==> src/rtl/imem_loader.sv <==
// imem_loader: streams a length-prefixed program into instruction memory, zero-fills the rest, then releases the CPU.
module imem_loader #(
  parameter int XLEN = 32,
  parameter int PC_BITS = 5
) (
  input  logic               clk,
  input  logic               rst,
  input  logic               in_valid,
  input  logic [7:0]         in_byte,
  output logic               in_ready,
  input  logic               load_start,
  output logic               imem_we,
  output logic [PC_BITS-1:0] imem_waddr,
  output logic [XLEN-1:0]    imem_wdata,
  output logic               cpu_rst,
  output logic               done,
  output logic               err
);
  localparam int DEPTH = 2**PC_BITS;
  localparam logic [1:0] HDR = 2'd0, DATA = 2'd1, FILL = 2'd2, DONE = 2'd3;
  logic [1:0] state, byte_cnt;
  logic [PC_BITS-1:0] addr, last_addr;
  logic [XLEN-1:0] word, word_next;
  logic xfer;
  assign xfer = in_valid & in_ready;
  assign word_next = {in_byte, word[XLEN-1:8]};
  always_ff @(posedge clk) begin
    if (rst) begin
      state <= HDR;
      cpu_rst <= 1'b1;
      in_ready <= 1'b0;
      imem_we <= 1'b0;
      imem_waddr <= '0;
      imem_wdata <= '0;
      done <= 1'b0;
      err <= 1'b0;
      byte_cnt <= '0;
      addr <= '0;
      last_addr <= '0;
      word <= '0;
    end else begin
      imem_we <= 1'b0;
      case (state)
        HDR: begin
          in_ready <= 1'b1;
          if (xfer) begin
            if ({24'd0, in_byte} > DEPTH) begin
              err <= 1'b1;
            end else begin
              err <= 1'b0;
              addr <= '0;
              byte_cnt <= '0;
              last_addr <= PC_BITS'(in_byte - 8'd1);
              state <= (in_byte == 8'd0) ? FILL : DATA;
              in_ready <= (in_byte != 8'd0);
            end
          end
        end
        DATA: begin
          // in_ready low here means the last word's write is on the bus this cycle
          if (!in_ready) begin
            if (addr == '0) begin
              state <= DONE;
              done <= 1'b1;
              cpu_rst <= 1'b0;
            end else begin
              state <= FILL;
              imem_we <= 1'b1;
              imem_waddr <= addr;
              imem_wdata <= '0;
              addr <= addr + 1'b1;
            end
          end else if (xfer) begin
            byte_cnt <= byte_cnt + 2'd1;
            word <= word_next;
            if (byte_cnt == 2'd3) begin
              imem_we <= 1'b1;
              imem_waddr <= addr;
              imem_wdata <= word_next;
              addr <= addr + 1'b1;
              if (addr == last_addr) in_ready <= 1'b0;
            end
          end
        end
        FILL: begin
          if (imem_we && imem_waddr == '1) begin
            state <= DONE;
            done <= 1'b1;
            cpu_rst <= 1'b0;
          end else begin
            imem_we <= 1'b1;
            imem_waddr <= addr;
            imem_wdata <= '0;
            addr <= addr + 1'b1;
          end
        end
        default: begin
          if (load_start) begin
            state <= HDR;
            cpu_rst <= 1'b1;
            done <= 1'b0;
            in_ready <= 1'b1;
          end
        end
      endcase
    end
  end
endmodule

==> config.mk <==
export PLATFORM = sky130hd
export DESIGN_NAME = imem_loader
export DESIGN_NICKNAME = d
export VERILOG_FILES = /design/src/rtl/imem_loader.sv
export SDC_FILE = /design/constraint.sdc
export NUM_CORES = 1
export LEC_CHECK = 0
export BUFFER_PORTS_ARGS = -buffer_cell sky130_fd_sc_hd__buf_2
export CAP_MARGIN = 30
export CORE_ASPECT_RATIO = 0.8
export CORE_MARGIN = 4
export CORE_UTILIZATION = 59
export CTS_BUF_LIST = sky130_fd_sc_hd__clkbuf_8
export CTS_CLUSTER_DIAMETER = 100
export CTS_CLUSTER_SIZE = 14
export DETAILED_ROUTE_END_ITERATION = 6
export PLACE_DENSITY = 0.82
export SKIP_CTS_REPAIR_TIMING = 1
export SLEW_MARGIN = 20
export SYNTH_ARGS = -nofsm -noshare
export SYNTH_HDL_FRONTEND = slang
export SYNTH_SLANG_ARGS = --single-unit
==> constraint.sdc <==
create_clock -name clk -period 3.2 [get_ports clk]
set_clock_uncertainty 0.2 [all_clocks]
set_input_delay 0.48 -clock clk [delete_from_list [all_inputs] [get_ports clk]]
set_output_delay 0.48 -clock clk [all_outputs]
set_load 0.01 [all_outputs]
* Yosys cells after proc, flatten, opt, wreduce, memory -nomap -nowiden
Index checks and enable logic that the tools add are counted. W data, S select, Z words.
Operators by class: add/subtract/negate cells 3, order comparisons 1, reductions and logical operators 20, multiplexer cells 57, equal/unequal tests 16, bitwise logic cells 4
Operators with widths (number):
- $mux W32 | 5
- $pmux W32 S2 | 1
- $mux W5 | 12
- $mux W1 | 21
- $mux W2 | 10
- $reduce_and A5 Y1 | 4
- $ne A2 B2 Y1 const B | 8
- $pmux W5 S3 | 1
- $pmux W5 S2 | 1
- $ne A3 B3 Y1 const B | 3
- $pmux W1 S3 | 3
- $reduce_bool A3 Y1 | 3
- $gt A8 B6 Y1 const B | 1
- $logic_not A8 Y1 | 1
- $reduce_bool A8 Y1 | 1
- $reduce_and A7 Y1 | 1
- $pmux W2 S3 | 1
- $reduce_and A3 Y1 | 2
- $add A5 B1 Y5 const B | 1
- $eq A5 B5 Y1 | 1
- $eq A5 B5 Y1 const B | 1
- $logic_not A5 Y1 | 1
- $sub A5 B1 Y5 const B | 1
- $eq A2 B2 Y1 const B | 2
- other kinds (11) | 15
Storage, ports and cells: output and inout port bits 42, bits of input ports 12, logic and storage cells 113, bits in registers 88

* Longest topological paths before layout
Gate-level depths: netlist of run 1.
depth in word-level cells 6, mapped depth 8, mapped depth without buffers 6

* Worst setup path before layout of run 1
No wires, ideal clock.
kind in2reg, from input port in_byte[0], to register last_addr[0], setup time 0.128 ns, stages on the path 6, path buffers 0, setup slack 0.791 ns, required time 2.872 ns, arrival time 2.081 ns, cell sequence inv_1 -> ha_1 -> or4b_4 -> a2111oi_4 -> mux2i_1 -> nor2_1
Between the ends: word-level cells in the longest chain between the ends 3, elaborated cells on any way between the ends 4, classes of those cells add/sub (1); order compare (1); bitwise (1); reduce/logical (1)
Ends and longest elaborated chain:
- start, declared | RTL line 9 | input logic [7:0] in_byte,
- $gt A8 B6 Y1 | RTL line 47 | if ({24'd0, in_byte} > DEPTH) begin
- $not A1 Y1 (no source line)
- $reduce_and A3 Y1 (no source line)
- end signal, assigned | RTL line 53 | last_addr <= PC_BITS'(in_byte - 8'd1);
- end, declared | RTL line 22 | logic [PC_BITS-1:0] addr, last_addr;
Several ways; a longest one is shown, not always the timed one. A chain may end at the register's enable or synchronous reset.

* Worst setup path in the final report of run 1
from register addr[0], to register imem_wdata[19]
Between the ends: word-level cells in the longest chain between the ends 3
Ends and longest elaborated chain:
- start, declared | RTL line 22
- start signal, assigned | RTL line 71 | addr <= addr + 1'b1;
- start signal, assigned | RTL line 80 | addr <= addr + 1'b1;
- start signal, assigned | RTL line 94 | addr <= addr + 1'b1;
- $logic_not A5 Y1 | RTL line 62 | if (addr == '0) begin
- $ne A3 B3 Y1 (no source line)
- $reduce_and A5 Y1 (no source line)
- end signal, assigned | RTL line 79 | imem_wdata <= word_next;
- end, declared | RTL line 14 | output logic [XLEN-1:0] imem_wdata,
No other way between the ends.

==> flow_metrics.py, run 1 <==
metrics = {
    "drt": {
        "routed_wl_um": 8160,
        "vias": 3087,
        "wire_per_inst_um": 14.9,
        "dr.pass1.iters": 6,
        "vias_per_cell": 5.62,
        "drtIter0Drc": 267,
        "ant_nets": 0,
        "drcViolationCount": 0,
    },
    "timing": {
        "slew_viol_final": 0,
        "finalSetupViolCount": 0,
        "relSlewSlack_pct": 46.3,
        "setup_tns_ns": 0,
        "tightest_slew_ns": 0.799,
        "fmax_mhz": 385,
        "period_share_pct": 81.2,
        "period_needed_ns": 2.60,
        "setup_ws_ns": 0.601,
        "hold_viol": 0,
        "rsz0062_at_grt": "no",
    },
    "final_layout": {
        "drive_above_1_share_pct": 18.7,
        "fin_nets": 486,
        "finalNonFillerCells": 549,
        "syn_to_final_growth_pct": 14.7,
        "diodes": 0,
        "finalInstanceArea_sq_mm": 0.00407,
    },
    "clocking": {
        "numCtsBuffers": 9,
        "cts_tree": "built",
        "clkTransAtPathRegs_ns": 0.08,
        "clock_path_buffers": 2,
        "cts.sinks": 80,
        "clock_latency_ns": 0.35,
        "ctsRootBufferMaster": "clkbuf_8",
        "htreeDepth": 3,
    },
    "yosys": {
        "syn-instance-count": 419,
        "avgSynthCellArea_sq_um": 8.47,
        "syn_nets": 439,
        "postSynth.asyncResetShare_pct": 0,
        "synth_edf_count": 0,
        "synth_flop_cell": "dfxtp_1",
        "synth_most_common_cell": "nand2_1",
        "ys_types": 48,
        "ys_ff_latch": 80,
        "syn_area_sq_mm": 0.00355,
        "yosysWarnings": 0,
        "yosysTopAreaCellShare_pct": 45.1,
        "synthTopCellsByCount": "nand2_1 (134), dfxtp_1 (80), mux2i_1 (41), a21oi_1 (28), clkbuf_1 (20)",
        "yosys-top-cells-area": "dfxtp_1 (45%), nand2_1 (14%), mux2i_1 (12%), a21oi_1 (3.9%), ha_1 (2.8%)",
        "yosysTopAreaCell": "dfxtp_1",
        "yosysSeqAreaShare_pct": 45.1,
    },
    "setup_path": {
        "path_class": "flop to flop",
        "required_ns": 3.24,
        "cp-start-kind": "flop",
        "timing.critical_path.to_type": "flop",
        "worstPathArrival_ns": 2.64,
        "critPathMaxFanout": 23,
    },
    "hold_path": {
        "min_path_type": "input pin to flop",
    },
    "global_route": {
        "top_usage_layer": "met2",
        "grt_util_met3_pct": 5.03,
        "grt_start_max_net_pins": 41,
        "antenna_found_initial": 0,
        "grt_pass1_vias": 2852,
        "grt_usage_pct": 23.6,
        "grtUsageMet1_pct": 33.9,
        "globalRouteMet2Util_pct": 36.1,
        "grt.overflow.total": 0,
        "grt_pass1_wl_um": 13900,
    },
    "power": {
        "powerDensity_mw_per_mm2": 449,
        "total_leakage_power_nw": 1.81,
        "power_mw": 1.83,
        "ir_drop_uv": 340,
    },
    "die": {
        "rows": 24,
        "die_w_um": 94.7,
        "ioPinCount": 54,
        "core_area_sq_mm": 0.00565,
        "die_h_um": 77.4,
        "start_util_pct": 62.9,
        "dieArea_sq_mm": 0.00733,
    },
    "placement": {
        "portBuffers": 53,
        "pre_cts_slack_ns": 0.496,
        "placed_area_sq_mm": 0.00389,
        "place_hpwl_um": 5690,
        "dp_cells": 533,
        "globalplace.congestion": 0.931,
    },
    "status": {
        "status": "finished clean",
    },
    "run": {
        "maxCapViolCount": 0,
    },
}
worst paths after layout:
check                                                start  cells after the start  slack [ns]                          end
worst max-delay path                  addr[0]$_SDFFE_PP0P_                      7        0.60  imem_wdata[19]$_SDFFE_PP0P_
worst min-delay path                            in_byte[0]                      3        0.21  imem_wdata[24]$_SDFFE_PP0P_
worst max register to register        addr[0]$_SDFFE_PP0P_                      7        0.60  imem_wdata[19]$_SDFFE_PP0P_
worst min register to register  imem_wdata[9]$_SDFFE_PP0P_                      2        0.26   imem_wdata[9]$_SDFFE_PP0P_
power breakdown:
group          switching [mW]  internal, mW
combinational          0.0813        0.0434
sequential            0.00425          1.00
clock                   0.386         0.314
total                   0.471          1.36
cell usage in the layout, fill, tap and decap left out, types with 4 or more instances in the layout:
cell / n
dfxtp_1: 80
inv_1: 10
nor2_1: 11
buf_4: 7
nand3_1: 8
o21ai_0: 6
clkbuf_8: 10
and4_1: 4
ha_1: 8
buf_2: 53
xnor2_1: 4
nor3_1: 4
nand2_1: 134
a21oi_1: 28
and3_1: 4
mux2i_1: 41
per-stage QoR:
step / hold slack (ns) / util, %
final: 0.211 / 72.2
after global routing: 0.219 / 72.2
after CTS: 0.197 / 72.2
after detailed placement: 0.247 / 68.8
after global placement: 0.241 / 68.8
after floorplan: 0.235 / -
sequential cells by signal, summed over array words and instances, names as in the netlist:
name	cells
imem_wdata	32
word	24
addr	5
imem_waddr	5
last_addr	5
byte_cnt	2
state	2
cpu_rst	1
done	1
err	1
imem_we	1
in_ready	1
cell families after synthesis:
logic type / count (synthesis) / share of synthesized area [%]
and+or+nand+nor: 188 / 23.4
DFF: 80 / 45.1
AOI/OAI and AO/OA: 59 / 11.0
muxes: 42 / 11.9
buffers and inverters: 35 / 4.05
adders and majority gates: 8 / 2.82
xor gates and xnor gates: 7 / 1.73
per-layer routing:
metal  vias to the layer above  part of all wire [%]
met5                         -                     0
met4                         0                  0.80
met3                         9                   7.9
met2                       136                    45
met1                      1431                    47
li1                       1511                     -
cell type report:
| class | instances | area [sq um] |
|---|---|---|
| multi-input combinational | 304 | 1810 |
| sequential | 80 | 1600 |
| fill | 468 | 1570 |
| timing repair buffer | 61 | 338 |
| clock buffer | 10 | 138 |
| tap | 78 | 97.6 |
| clock inverter | 6 | 50.0 |
| inverter | 10 | 37.5 |
worst max-delay path: stages (launching register included):
cell and delay [ns]:
dfxtp_1 0.43, inv_1 0.10, ha_1 0.24, nor4b_1 0.19, o211a_1 0.23, or3_2 0.69, buf_12 0.27, mux2i_1 0.14
Note: power is estimated with default switching activity, not from simulation.
==> run 2: changes to the inputs <==
--- a/config.mk
+++ b/config.mk
@@ -9,12 +9,12 @@
 export CAP_MARGIN = 30
 export CORE_ASPECT_RATIO = 0.8
 export CORE_MARGIN = 4
-export CORE_UTILIZATION = 59
+export CORE_UTILIZATION = 53
 export CTS_BUF_LIST = sky130_fd_sc_hd__clkbuf_8
 export CTS_CLUSTER_DIAMETER = 100
 export CTS_CLUSTER_SIZE = 14
 export DETAILED_ROUTE_END_ITERATION = 6
-export PLACE_DENSITY = 0.82
+export PLACE_DENSITY = 0.78
 export SKIP_CTS_REPAIR_TIMING = 1
 export SLEW_MARGIN = 20
 export SYNTH_ARGS = -nofsm -noshare
==> constraint.sdc (replaced) <==
create_clock -name clk -period 2.1 [get_ports clk]
set_clock_uncertainty 0.2 [all_clocks]
set_input_delay 0.315 -clock clk [delete_from_list [all_inputs] [get_ports clk]]
set_output_delay 0.315 -clock clk [all_outputs]
set_load 0.01 [all_outputs]
==> run 2 against run 1 <==
Combinational power up 86%; final cell count up 7.3%; register-to-register slack got worse by 0.55 ns; hold slack got worse by 0.12 ns; maximum frequency up 27%; clock power up 49%; count of clock-buffer cells in the layout decreased by 1; global-route usage down 2.1 points; sequential power is 53% higher; non-clock buffer count is 34 higher; utilization is 3.7 points lower; largest cell class unchanged; largest power group unchanged.
==> flow_metrics.py, run 2 (synthesis gave the netlist of run 1 again) <==
metrics = {
    "placement": {
        "portBuffers": 53,
        "place_hpwl_um": 6240,
        "placed_area_sq_mm": 0.00416,
        "globalplace.congestion": 0.904,
        "dp_cells": 569,
        "pre_cts_slack_ns": -0.115,
    },
    "global_route": {
        "grt_usage_pct": 21.5,
        "grt_start_max_net_pins": 34,
        "grt.overflow.total": 0,
        "antenna_found_initial": 0,
        "grt_pass1_wl_um": 13800,
        "grt_pass1_vias": 2923,
    },
    "drt": {
        "drtIter0Drc": 248,
        "wire_per_inst_um": 15.1,
        "vias": 3193,
        "routed_wl_um": 8870,
        "drcViolationCount": 0,
        "vias_per_cell": 5.42,
        "ant_nets": 0,
        "dr.pass1.iters": 5,
    },
    "timing": {
        "period_share_pct": 97.8,
        "hold_viol": 0,
        "period_needed_ns": 2.05,
        "fmax_mhz": 487,
        "tightest_slew_ns": 0.490,
        "finalSetupViolCount": 0,
        "setup_ws_ns": 0.0464,
        "slew_viol_final": 0,
        "whs_ns": 0.0916,
        "setup_tns_ns": 0,
        "relSlewSlack_pct": 67.3,
    },
    "final_layout": {
        "drive_above_1_share_pct": 25.7,
        "mostFrequentLayoutCell": "nand2_1",
        "finalNonFillerCells": 589,
        "multi_input_area_sq_mm": 0.00185,
        "diodes": 0,
        "top_regs": "imem_wdata: 32 flops, word: 24 flops",
        "largest_reg_flops": 32,
        "top_register": "imem_wdata",
        "syn_to_final_growth_pct": 24.2,
        "finalInstanceArea_sq_mm": 0.00441,
        "fillerInstances": 512,
        "fin_nets": 520,
        "layout_common_cells": "nand2_1 (134), dfxtp_1 (78), buf_2 (53)",
        "final_util_pct": 68.5,
        "register_area_sq_mm": 0.00160,
    },
    "die": {
        "rows": 26,
        "die_h_um": 81.2,
        "start_util_pct": 55.1,
        "core_area_sq_mm": 0.00644,
        "dieArea_sq_mm": 0.00808,
        "ioPinCount": 54,
        "die_w_um": 99.5,
    },
    "clocking": {
        "ctsRootBufferMaster": "clkbuf_8",
        "numCtsBuffers": 9,
        "clkTransAtPathRegs_ns": 0.09,
        "htreeDepth": 3,
        "clock_path_buffers": 2,
        "cts_tree": "built",
        "cts.sinks": 80,
        "clock_latency_ns": 0.36,
    },
    "setup_path": {
        "cp-start-kind": "flop",
        "path_class": "flop to flop",
        "cp.buffers_inverters": 2,
        "max_stage_delay_ns": 0.43,
        "cp_slowest_cell": "or3_4",
        "timing.critical_path.to_type": "flop",
        "worstPathArrival_ns": 2.10,
        "crit_start": "addr[1]$_SDFFE_PP0P_",
        "critPathMaxFanout": 16,
        "crit_path_cell_trace": "inv_1, ha_2, nor4b_2, o211a_1, or3_4, clkbuf_16, mux2i_1",
        "required_ns": 2.15,
        "r2r-start": "addr[1]$_SDFFE_PP0P_",
        "critPathTopFamily": "simple AND/OR/NAND/NOR gates",
    },
    "power": {
        "sw_frac_of_total_pct": 26.5,
        "p_sw_mw": 0.745,
        "ir_drop_uv": 379,
        "clkPwrFrac_pct": 37.1,
        "total_leakage_power_nw": 2.00,
        "power_mw": 2.81,
        "powerDensity_mw_per_mm2": 637,
        "pwr-share-seq_pct": 54.6,
        "internal-power_mw": 2.06,
        "combPwrFrac_pct": 8.3,
    },
    "hold_path": {
        "min_path_type": "input pin to flop",
        "hold_start": "in_byte[6]",
    },
    "status": {
        "status": "finished clean",
    },
    "run": {
        "maxCapViolCount": 0,
    },
}
run 2: worst paths after layout:
check | slack, ns | to | depth (start not counted)
min | 0.09 | word[30]$_SDFFE_PP0P_ | 3
max reg2reg | 0.05 | imem_wdata[26]$_SDFFE_PP0P_ | 7
max | 0.05 | imem_wdata[26]$_SDFFE_PP0P_ | 7
min reg2reg | 0.26 | imem_wdata[16]$_SDFFE_PP0P_ | 2
run 2: power by group through the flow:
stage	sequential [mW]	combinational [mW]	clock, mW
2_1_floorplan	1.57	0.126	0
3_3_place_gp	1.57	0.218	0
3_5_place_dp	1.57	0.221	0
4_1_cts	1.53	0.222	1.06
5_1_grt	1.53	0.250	1.11
6_report	1.53	0.233	1.04
run 2: worst min-delay path, delay by kind of cell:
kind | cells | cell delay, ns
AOI/OAI and AO/OA | 1 | 0.05
and+or+nand+nor | 1 | 0.08
buffers and inverters | 1 | 0.15
run 2: cell type report:
class | instances | area share [%]
multi-input cells | 304 | 42.0
flip-flops and latches | 80 | 36.4
repair buffers | 95 | 14.4
clock buffers | 9 | 2.81
well taps | 84 | 2.38
clock inverters | 7 | 1.22
inverters | 10 | 0.851
run 2: per-layer routing:
| layer | global-route usage [%] | vias up | wire, um |
|---|---|---|---|
| met5 | 0 | - | 0 |
| met2 | 33.7 | 116 | 3890 |
| li1 | - | 1581 | - |
| met1 | 29.7 | 1486 | 4250 |
| met3 | 5.24 | 10 | 651 |
| met4 | 5.73 | 0 | 80 |
==> run 3: changes to the inputs <==
--- a/config.mk
+++ b/config.mk
@@ -14,7 +14,7 @@
 export CTS_CLUSTER_DIAMETER = 100
 export CTS_CLUSTER_SIZE = 14
 export DETAILED_ROUTE_END_ITERATION = 6
-export PLACE_DENSITY = 0.78
+export PLACE_DENSITY = 0.82
 export SKIP_CTS_REPAIR_TIMING = 1
 export SLEW_MARGIN = 20
 export SYNTH_ARGS = -nofsm -noshare
==> run 3 against run 2 <==
Via count increased by 3.0%; cell area increased by 0.45%; non-clock buffer count decreased by 4; maximum frequency increased by 0.88%; critical path type unchanged; critical endpoint is now addr[0]$_SDFFE_PP0P_; largest cell class unchanged; largest power group unchanged.
==> flow_metrics.py, run 3 (synthesis gave the netlist of run 1 again) <==
metrics = {
    "setup_path": {
        "cp-start-kind": "flop",
        "max_stage_delay_ns": 0.49,
        "required_ns": 2.18,
        "critPathMaxFanout": 9,
        "worstPathArrival_ns": 2.12,
        "cp_slowest_cell": "dfxtp_1",
        "cp.buffers_inverters": 2,
        "critPathTopFamily": "flip-flops",
        "timing.critical_path.to_type": "flop",
        "crit_path_cell_trace": "buf_4, and2_1, o221a_2, nand4_1, buf_4, o22ai_1",
        "path_class": "flop to flop",
        "crit_path_frequent_cell": "buf_4",
    },
    "placement": {
        "globalplace.congestion": 0.933,
        "place_hpwl_um": 6490,
        "placed_area_sq_mm": 0.00411,
        "portBuffers": 53,
    },
    "final_layout": {
        "layout_common_cells": "nand2_1 (134), dfxtp_1 (79), buf_2 (53)",
        "top_register": "imem_wdata",
        "mostFrequentLayoutCell": "nand2_1",
        "syn_to_final_growth_pct": 24.8,
        "largest_reg_flops": 32,
        "diodes": 0,
        "top_regs": "imem_wdata: 32 flops, word: 24 flops",
        "drive_above_1_share_pct": 25.7,
        "finalInstanceArea_sq_mm": 0.00443,
        "fin_nets": 516,
    },
    "timing": {
        "relSlewSlack_pct": 70.2,
        "fmax_mhz": 491,
        "hold_viol": 0,
        "rsz0062_at_grt": "yes",
        "tightest_slew_ns": 0.448,
        "slew_viol_final": 0,
        "period_share_pct": 96.9,
        "setup_tns_ns": 0,
        "finalSetupViolCount": 0,
        "period_needed_ns": 2.04,
    },
    "die": {
        "start_util_pct": 55.1,
        "die_h_um": 81.2,
        "rows": 26,
        "core_area_sq_mm": 0.00644,
        "die_w_um": 99.5,
        "ioPinCount": 54,
        "dieArea_sq_mm": 0.00808,
    },
    "global_route": {
        "grt_pass1_wl_um": 14700,
        "grt_start_max_net_pins": 34,
        "grt_usage_pct": 23.1,
        "antenna_found_initial": 0,
        "grt_pass1_vias": 3082,
        "grt.overflow.total": 0,
    },
    "drt": {
        "drcViolationCount": 0,
        "routed_wl_um": 9480,
        "ant_nets": 0,
        "dr.pass1.iters": 5,
        "drtIter0Drc": 246,
        "vias": 3289,
        "wire_per_inst_um": 16.2,
        "vias_per_cell": 5.62,
    },
    "clocking": {
        "clock_path_buffers": 2,
        "ctsRootBufferMaster": "clkbuf_8",
        "numCtsBuffers": 9,
        "cts.sinks": 80,
        "clock_latency_ns": 0.36,
        "cts_tree": "built",
        "htreeDepth": 3,
        "clkTransAtPathRegs_ns": 0.08,
    },
    "power": {
        "total_leakage_power_nw": 2.01,
        "ir_drop_uv": 476,
        "powerDensity_mw_per_mm2": 687,
    },
    "status": {
        "status": "finished clean",
    },
    "run": {
        "maxCapViolCount": 0,
    },
    "hold_path": {
        "min_path_type": "input pin to flop",
    },
}
-- run 3: cell count changes in the layout (fill, tap and decap cells not counted), sizes merged --
cell and delta:
clkbuf +1, clkinv +1, inv -1, bufinv +2, buf -5, clkinvlp -2
-- run 3: where the power goes --
group | switching (mW) | internal (mW) | leakage [nW] | total (mW)
sequential | 0.00847 | 1.52 | 0.646 | 1.53
clock | 0.604 | 0.681 | 0.110 | 1.28
combinational | 0.135 | 0.0936 | 1.25 | 0.228
-- run 3: stage by stage --
stage | total power, mW | hold slack, ns | setup slack [ns] | utilization (%) | cells
after detailed placement | 1.78 | 0.250 | -0.116 | 63.8 | 566
final | 3.05 | 0.0820 | 0.0644 | 68.8 | 585
after global placement | 1.77 | 0.243 | -0.0547 | 63.8 | 566
after CTS | 3.04 | 0.0726 | -0.0846 | 67.3 | 582
after global routing | 3.14 | 0.0885 | -0.0328 | 68.8 | 585
after floorplan | 1.69 | 0.235 | -0.0222 | - | 419
-- run 3: cell type report --
class	instances	area, sq um
clock inverters	7	103
multi-input cells	304	1860
well taps	84	105
inverters	10	37.5
repair buffers	91	598
flip-flops and latches	80	1600
fillers	497	2010
clock buffers	9	124
-- run 3: worst register-to-register path: stages, from the launching register on --
cell and delay [ns]:
dfxtp_1 0.49, buf_4 0.19, and2_1 0.22, o221a_2 0.29
nand4_1 0.21, buf_4 0.20, o22ai_1 0.15
-- run 3: metal layers --
metal  GRT usage (%)  wire length [um]  up-vias
met4            7.78               178        0
met1            29.9              4200     1555
li1                -                 -     1576
met2            37.1              4380      137
met3            6.78               711       21
met5               0                 0        -
-- run 3: final timing paths --
kind | from | endpoint | slack (ns) | depth (start not counted)
setup / recovery | in_ready$_SDFFE_PP0P_ | addr[0]$_SDFFE_PP0P_ | 0.06 | 6
hold / removal | in_byte[6] | imem_wdata[30]$_SDFFE_PP0P_ | 0.08 | 3
setup reg to reg | in_ready$_SDFFE_PP0P_ | addr[0]$_SDFFE_PP0P_ | 0.06 | 6
hold reg to reg | imem_wdata[7]$_SDFFE_PP0P_ | imem_wdata[7]$_SDFFE_PP0P_ | 0.26 | 2
